[src/rtl/posit_pkg.sv]
// Shared posit definitions: default geometry, derived field widths and special encodings.
package posit_pkg;

   localparam int POSIT_N  = 8;
   localparam int POSIT_ES = 4;

   function automatic int log2c(input int v);
      int r;
      r = 0;
      while ((1 << r) < v) r++;
      return r;
   endfunction

   function automatic int mant_w(input int n, input int e);
      return n - e + 3;
   endfunction

   function automatic int sum_w(input int n, input int e);
      return n - e + 5;
   endfunction

   function automatic int exp_w(input int bs, input int e);
      return bs + e + 2;
   endfunction

   localparam int MANT_W = mant_w(POSIT_N, POSIT_ES);
   localparam int SUM_W  = sum_w(POSIT_N, POSIT_ES);
   localparam int EXP_W  = exp_w(log2c(POSIT_N), POSIT_ES);

   // Encodings are returned right-aligned in 64 bits; callers slice to N.
   function automatic logic [63:0] posit_nar(input int n);
      return 64'd1 << (n - 1);
   endfunction

   function automatic logic [63:0] posit_zero(input int n);
      return ((64'd1 << n) - 64'd1) & 64'd0;
   endfunction

   function automatic logic [63:0] posit_maxpos(input int n);
      return (64'd1 << (n - 1)) - 64'd1;
   endfunction

   function automatic logic [63:0] posit_minpos(input int n);
      return 64'(n > 1);
   endfunction

endpackage

[src/rtl/posit_lzd.sv]
// Combinational leading-zero counter; an all-zero input returns W.
module posit_lzd #(
   parameter int W  = 8,
   parameter int CW = $clog2(W + 1)
) (
   input  logic [W-1:0]  din,
   output logic [CW-1:0] cnt
);

   logic found;

   always_comb begin
      cnt   = CW'(W);
      found = 1'b0;
      for (int i = W - 1; i >= 0; i--) begin
         if (!found && din[i]) begin
            cnt   = CW'(W - 1 - i);
            found = 1'b1;
         end
      end
   end

endmodule

[src/rtl/posit_normalise_encode.sv]
// Posit adder back end: normalise, regime/exp/fraction split, RNE round, pack.
// 3-cycle pipeline, 1/cycle, valid/ready with full backpressure (no skid).
module posit_normalise_encode
   import posit_pkg::*;
#(
   parameter int N  = POSIT_N,
   parameter int Bs = log2c(N),
   parameter int es = POSIT_ES
) (
   input  logic                 clk,
   input  logic                 reset,
   input  logic                 in_valid,
   output logic                 in_ready,
   input  logic signed [N-es+4:0] sum,
   input  logic signed [Bs+es:0]  eeff,
   input  logic                 nar_in,
   output logic                 out_valid,
   input  logic                 out_ready,
   output logic [N-1:0]         posit_out
);

   localparam bit DEF = (N == POSIT_N) && (es == POSIT_ES) && (Bs == log2c(POSIT_N));
   localparam int SW  = DEF ? SUM_W  : sum_w(N, es);
   localparam int FW  = DEF ? MANT_W : mant_w(N, es);
   localparam int XW  = DEF ? EXP_W  : exp_w(Bs, es);
   localparam int MW  = SW - 1;
   localparam int KW  = XW - es;
   localparam int LW  = log2c(MW + 1);
   localparam int BW  = 2 + es + FW + N;

   localparam logic [N-1:0] NAR    = N'(posit_nar(N));
   localparam logic [N-1:0] ZERO   = N'(posit_zero(N));
   localparam logic [N-1:0] MAXPOS = N'(posit_maxpos(N));
   localparam logic [N-1:0] MINPOS = N'(posit_minpos(N));
   localparam logic signed [KW-1:0] K_MAX = KW'(N - 2);
   localparam logic signed [KW-1:0] K_MIN = KW'(1 - N);

   logic v1, v2, v3;
   logic ld2, ld3;

   assign ld3       = ~v3 | out_ready;
   assign ld2       = ~v2 | ld3;
   assign in_ready  = ~v1 | ld2;
   assign out_valid = v3;

   // ---------------- stage 1: sign/magnitude and leading-zero count
   logic [SW-1:0] sum_abs;
   logic [MW-1:0] mag_c;
   logic [LW-1:0] lz_c;

   assign sum_abs = sum[SW-1] ? -sum : sum;
   // |sum| only overflows MW bits for the most negative code, which the front end never produces.
   assign mag_c   = sum_abs[MW-1:0] | {MW{sum_abs[SW-1]}};

   posit_lzd #(.W(MW), .CW(LW)) u_lzd (
      .din (mag_c),
      .cnt (lz_c)
   );

   logic                  s1_sgn, s1_zero, s1_nar;
   logic [MW-1:0]         s1_mag;
   logic [LW-1:0]         s1_lz;
   logic signed [Bs+es:0] s1_eeff;

   always_ff @(posedge clk or posedge reset) begin
      if (reset) begin
         v1      <= 1'b0;
         s1_sgn  <= 1'b0;
         s1_zero <= 1'b0;
         s1_nar  <= 1'b0;
         s1_mag  <= '0;
         s1_lz   <= '0;
         s1_eeff <= '0;
      end else if (in_ready) begin
         v1 <= in_valid;
         if (in_valid) begin
            s1_sgn  <= sum[SW-1];
            s1_zero <= (mag_c == '0);
            s1_nar  <= nar_in;
            s1_mag  <= mag_c;
            s1_lz   <= lz_c;
            s1_eeff <= eeff;
         end
      end
   end

   // ---------------- stage 2: left-align and split the scale into regime/exponent
   logic [FW-1:0] frac_c;
   logic [XW-1:0] exp_c;

   assign frac_c = FW'(s1_mag << s1_lz);
   assign exp_c  = XW'(s1_eeff) + XW'(1) - XW'(s1_lz);

   logic                 s2_sgn, s2_zero, s2_nar;
   logic signed [KW-1:0] s2_k;
   logic [es-1:0]        s2_e;
   logic [FW-1:0]        s2_frac;

   always_ff @(posedge clk or posedge reset) begin
      if (reset) begin
         v2      <= 1'b0;
         s2_sgn  <= 1'b0;
         s2_zero <= 1'b0;
         s2_nar  <= 1'b0;
         s2_k    <= '0;
         s2_e    <= '0;
         s2_frac <= '0;
      end else if (ld2) begin
         v2 <= v1;
         if (v1) begin
            s2_sgn  <= s1_sgn;
            s2_zero <= s1_zero;
            s2_nar  <= s1_nar;
            s2_k    <= exp_c[XW-1:es];   // same bits as E >>> es
            s2_e    <= exp_c[es-1:0];
            s2_frac <= frac_c;
         end
      end
   end

   // ---------------- stage 3: regime build, round, saturate, sign
   logic                 sat_hi, sat_lo, run, guard, sticky, rnd;
   logic [KW-1:0]        shamt;
   logic signed [BW-1:0] body0, body_sh;
   logic [N-2:0]         top;
   logic [N-1:0]         rounded, mag_p, pack_c;

   assign sat_hi = (s2_k >= K_MAX);
   assign sat_lo = (s2_k <= K_MIN);
   assign run    = ~s2_k[KW-1];
   assign shamt  = s2_k[KW-1] ? ~s2_k : s2_k;

   // Run bit at the MSB, terminator next; the arithmetic shift stretches the run to its length.
   assign body0   = {run, ~run, s2_e, s2_frac, {N{1'b0}}};
   assign body_sh = body0 >>> shamt;
   assign top     = body_sh[BW-1 -: N-1];
   assign guard   = body_sh[BW-N];
   assign sticky  = |body_sh[BW-N-1:0];
   assign rnd     = guard & (top[0] | sticky);
   assign rounded = {1'b0, top} + {{(N-1){1'b0}}, rnd};

   always_comb begin
      mag_p = rounded;
      if (sat_hi || rounded[N-1]) mag_p = MAXPOS;
      else if (sat_lo)            mag_p = MINPOS;

      pack_c = s2_sgn ? -mag_p : mag_p;
      if (s2_nar)       pack_c = NAR;
      else if (s2_zero) pack_c = ZERO;
   end

   always_ff @(posedge clk or posedge reset) begin
      if (reset) begin
         v3        <= 1'b0;
         posit_out <= '0;
      end else if (ld3) begin
         v3 <= v2;
         if (v2) posit_out <= pack_c;
      end
   end

endmodule

[config.mk]
export PLATFORM = sky130hd
export DESIGN_NAME = posit_normalise_encode
export DESIGN_NICKNAME = d
export VERILOG_FILES = /design/src/rtl/posit_pkg.sv /design/src/rtl/posit_lzd.sv /design/src/rtl/posit_normalise_encode.sv
export SDC_FILE = /design/constraint.sdc
export NUM_CORES = 1
export LEC_CHECK = 0
export CAP_MARGIN = 40
export CORE_UTILIZATION = 50
export CTS_CLUSTER_DIAMETER = 150
export DETAILED_ROUTE_END_ITERATION = 8
export HOLD_SLACK_MARGIN = 0.15
export PLACE_DENSITY = 0.7
export SLEW_MARGIN = 10
export SYNTH_ARGS = -nofsm -noshare
export SYNTH_HDL_FRONTEND = slang
export SYNTH_SLANG_ARGS = --single-unit
[constraint.sdc]
create_clock -name clk -period 3.25 [get_ports clk]
set_input_delay 0.8125 -clock clk [delete_from_list [all_inputs] [get_ports clk]]
set_output_delay 0.8125 -clock clk [all_outputs]
set_load 0.005 [all_outputs]
==> flow_summary.ini <==
[drt]
antenna_left = 0
routed.top_layer = met4
met3_length_um = 452
via_per_inst = 5.86
vias = 3890
dr.pass1.iters = 4
wl_per_cell_um = 14.8
met1Wirelength_mm = 4.41
drcViolationCount = 0
first_iter_violations = 154
wl_met2_mm = 4.77
drt_wl_total_mm = 9.81

[floorplan]
start_util_pct = 51.9
coreArea_sq_um = 8220
dieWidth_um = 94.4
die_height_um = 94.4
dieArea_sq_um = 8900
rows = 33
pin_count = 32

[sta]
finalSetupTns_ps = 0
period_needed_ps = 3150
hold_viol = 0
max_slew_margin_pct = 64.5
max_freq_ghz = 0.318
maxSlewViolCount = 0
tightest_slew_ps = 532
fin_crit_sh_pct = 96.9
skew_ps = 17.2
setup_viol = 0

[grt]
grt_usage_pct = 22.4
grt-ovfl-total = 0
grt_pass1_wl_mm = 16.0
grt_max_degree = 33
grt_pass1_vias = 3546
antenna_found_initial = 0

[critical_path]
path_class = reg -> reg
critPathMaxFanout = 29
critPathLaunchType = register
r2r_end = posit_out[5]$_DFFE_PP0P_
cp-end-kind = register
reg2reg_depth = 11
crit_arrival_ps = 3410
cp_data_required_time_ps = 3510
r2r_slack_ps = 100
r2r-start = s2_k[0]$_DFFE_PP0P_

[cts]
cts_sinks = 52
cts_buffers = 5
path_clk_slew_ps = 100
cts_tree = built
htreeDepth = 2
clk_latency_ps = 310
ctsLongestPathBuffers = 2
cts_root_buf = clkbuf_8

[placement]
port_buffers = 31
hpwlAfterDp_mm = 7.16
gp_congestion = 0.928

[synthesis]
syn_area_per_cell_sq_um = 8.25
synthCells = 517
synth_cell_type_count = 76
synth-edff-count = 0
ys.flop_type = dfrtp_1
syn-num-nets = 556
synthTopCellsByArea = dfrtp_1 (31%), mux2_2 (5.5%), ha_1 (4.7%)
ys_seq_elements = 52
ys_top_cells_by_count = dfrtp_1 (52), nand2_1 (52), nor2_1 (38)
yosysWarnings = 0
syn_area_sq_um = 4270
synth-async-reset-ratio_pct = 100
netlist.area_leader.share_pct = 30.5
ys_seq_area_share_pct = 30.5
yosys.area.top_type = dfrtp_1

[hold_path]
worstHoldStart = s2_frac[0]$_DFFE_PP0P_
whs_path_depth = 2
min_path_type = reg -> reg
hold_path_end = s2_frac[0]$_DFFE_PP0P_

[power_and_ir_drop]
power_uw = 4550
p_leak_uw = 0.00214
power.density_nw_per_um2 = 906
ir_worst_vdd_uv = 348

[finish]
drive_gt1_share_pct = 18.8
area_growth_pct = 17.7
final_nets = 597
diodes = 0

[outcome]
outcome = complete, no violations

[run]
maxCapViolCount = 0
per-stage QoR:
stage / util, % / hold slack, ps / area [sq um] / worst slack, ps / instances
2_1_floorplan: - / 435 / 4270 / 250 / 517
3_3_place_gp: 58.1 / 449 / 4780 / 1.69 / 649
3_5_place_dp: 58.1 / 457 / 4780 / -85.4 / 649
4_1_cts: 59.4 / 476 / 4880 / 11.1 / 657
5_1_grt: 61.1 / 502 / 5020 / -53.9 / 664
6_report: 61.1 / 473 / 5020 / 101 / 664
cells in the final DEF, fill, tap and decap left out, drive strengths merged, types with 4 or more instances in the layout:
cell type | synthesis | routed
inv | 31 | 32
nor2 | 38 | 38
a211oi | 8 | 8
xor2 | 4 | 4
or2 | 6 | 6
o22ai | 7 | 7
nand3 | 11 | 11
nor3b | 4 | 4
nand2 | 52 | 52
nor3 | 13 | 13
nor2b | 8 | 8
o31ai | 10 | 10
mux2 | 21 | 21
o21ai | 40 | 40
a21oi | 38 | 38
nand2b | 11 | 11
a221oi | 4 | 4
a22oi | 7 | 7
or3 | 8 | 8
a31oi | 7 | 7
a21o | 8 | 8
mux2i | 5 | 5
xnor2 | 8 | 8
clkbuf | 22 | 7
dfrtp | 52 | 52
clkdlybuf4s50 | 0 | 31
buf | 18 | 41
and3 | 5 | 5
ha | 16 | 16
kinds of logic after synthesis:
group	Yosys count	share of synthesized area (%)
simple gates	170	20.4
compound gates	167	26.4
xor+xnor	12	2.46
flops	52	30.5
buf+inv	72	8.10
fa+ha+maj	18	5.43
mux	26	6.72
worst max-delay path by stage:
| stage | start | endpoint | slack (ps) | cells after the start |
|---|---|---|---|---|
| final | s2_k[0]$_DFFE_PP0P_ | posit_out[5]$_DFFE_PP0P_ | 100 | 11 |
| after global placement | s2_k[1]$_DFFE_PP0P_ | posit_out[6]$_DFFE_PP0P_ | 2 | 13 |
| after global routing | s2_k[4]$_DFFE_PP0P_ | posit_out[4]$_DFFE_PP0P_ | -50 | 14 |
| after floorplan | s2_k[4]$_DFFE_PP0P_ | posit_out[6]$_DFFE_PP0P_ | 250 | 15 |
| after CTS | s2_k[4]$_DFFE_PP0P_ | posit_out[4]$_DFFE_PP0P_ | 10 | 13 |
| after detailed placement | s2_k[1]$_DFFE_PP0P_ | posit_out[4]$_DFFE_PP0P_ | -90 | 13 |
state kept, by name, indices dropped and copies added (netlist names), 4 cells and up:
register	cells
s1_lz	4
posit_out	8
s2_frac	7
s2_e	4
s1_mag	7
s1_eeff	8
s2_k	5
cell type report:
cell class                      count  area, sq um
Multi-Input combinational cell    393         2720
Fill cell                         725         3200
Timing Repair Buffer               74          659
Inverter                           32          120
Tap cell                          105          131
Sequential cell                    52         1300
Clock buffer                        5         68.8
Clock inverter                      3         21.3
per-layer routing:
| metal | GRT usage (%) | vias to the layer above |
|---|---|---|
| li1 | - | 1959 |
| met4 | 8.08 | 0 |
| met3 | 3.06 | 14 |
| met1 | 29.4 | 1827 |
| met5 | 0 | - |
| met2 | 37.6 | 90 |
repair_timing:
action / 4_1_cts / 5_1_grt
setup buffers: 0 / 7
endpoints found under the hold margin: 0 / 0
hold buffers: 0 / 0
gates resized for setup: 2 / 18
setup endpoints to repair: 3 / 5
pin swaps: 0 / 7
critical path: stages, from the launching register on:
cell,delay [ps]
dfrtp_1,450
buf_12,190
and3b_1,270
nor4_2,300
o221ai_1,200
o21a_1,190
or2_4,310
o31ai_4,190
o41ai_2,150
or4_1,520
mux2_2,280
nand3_2,60
where the power goes:
group | leakage, uW | internal, uW | switching [uW]
sequential | 0.000630 | 812 | 232
clock | 0.0000445 | 153 | 222
combinational | 0.00146 | 1470 | 1660
total | 0.00214 | 2430 | 2120
(Power assumes the default switching activity.)
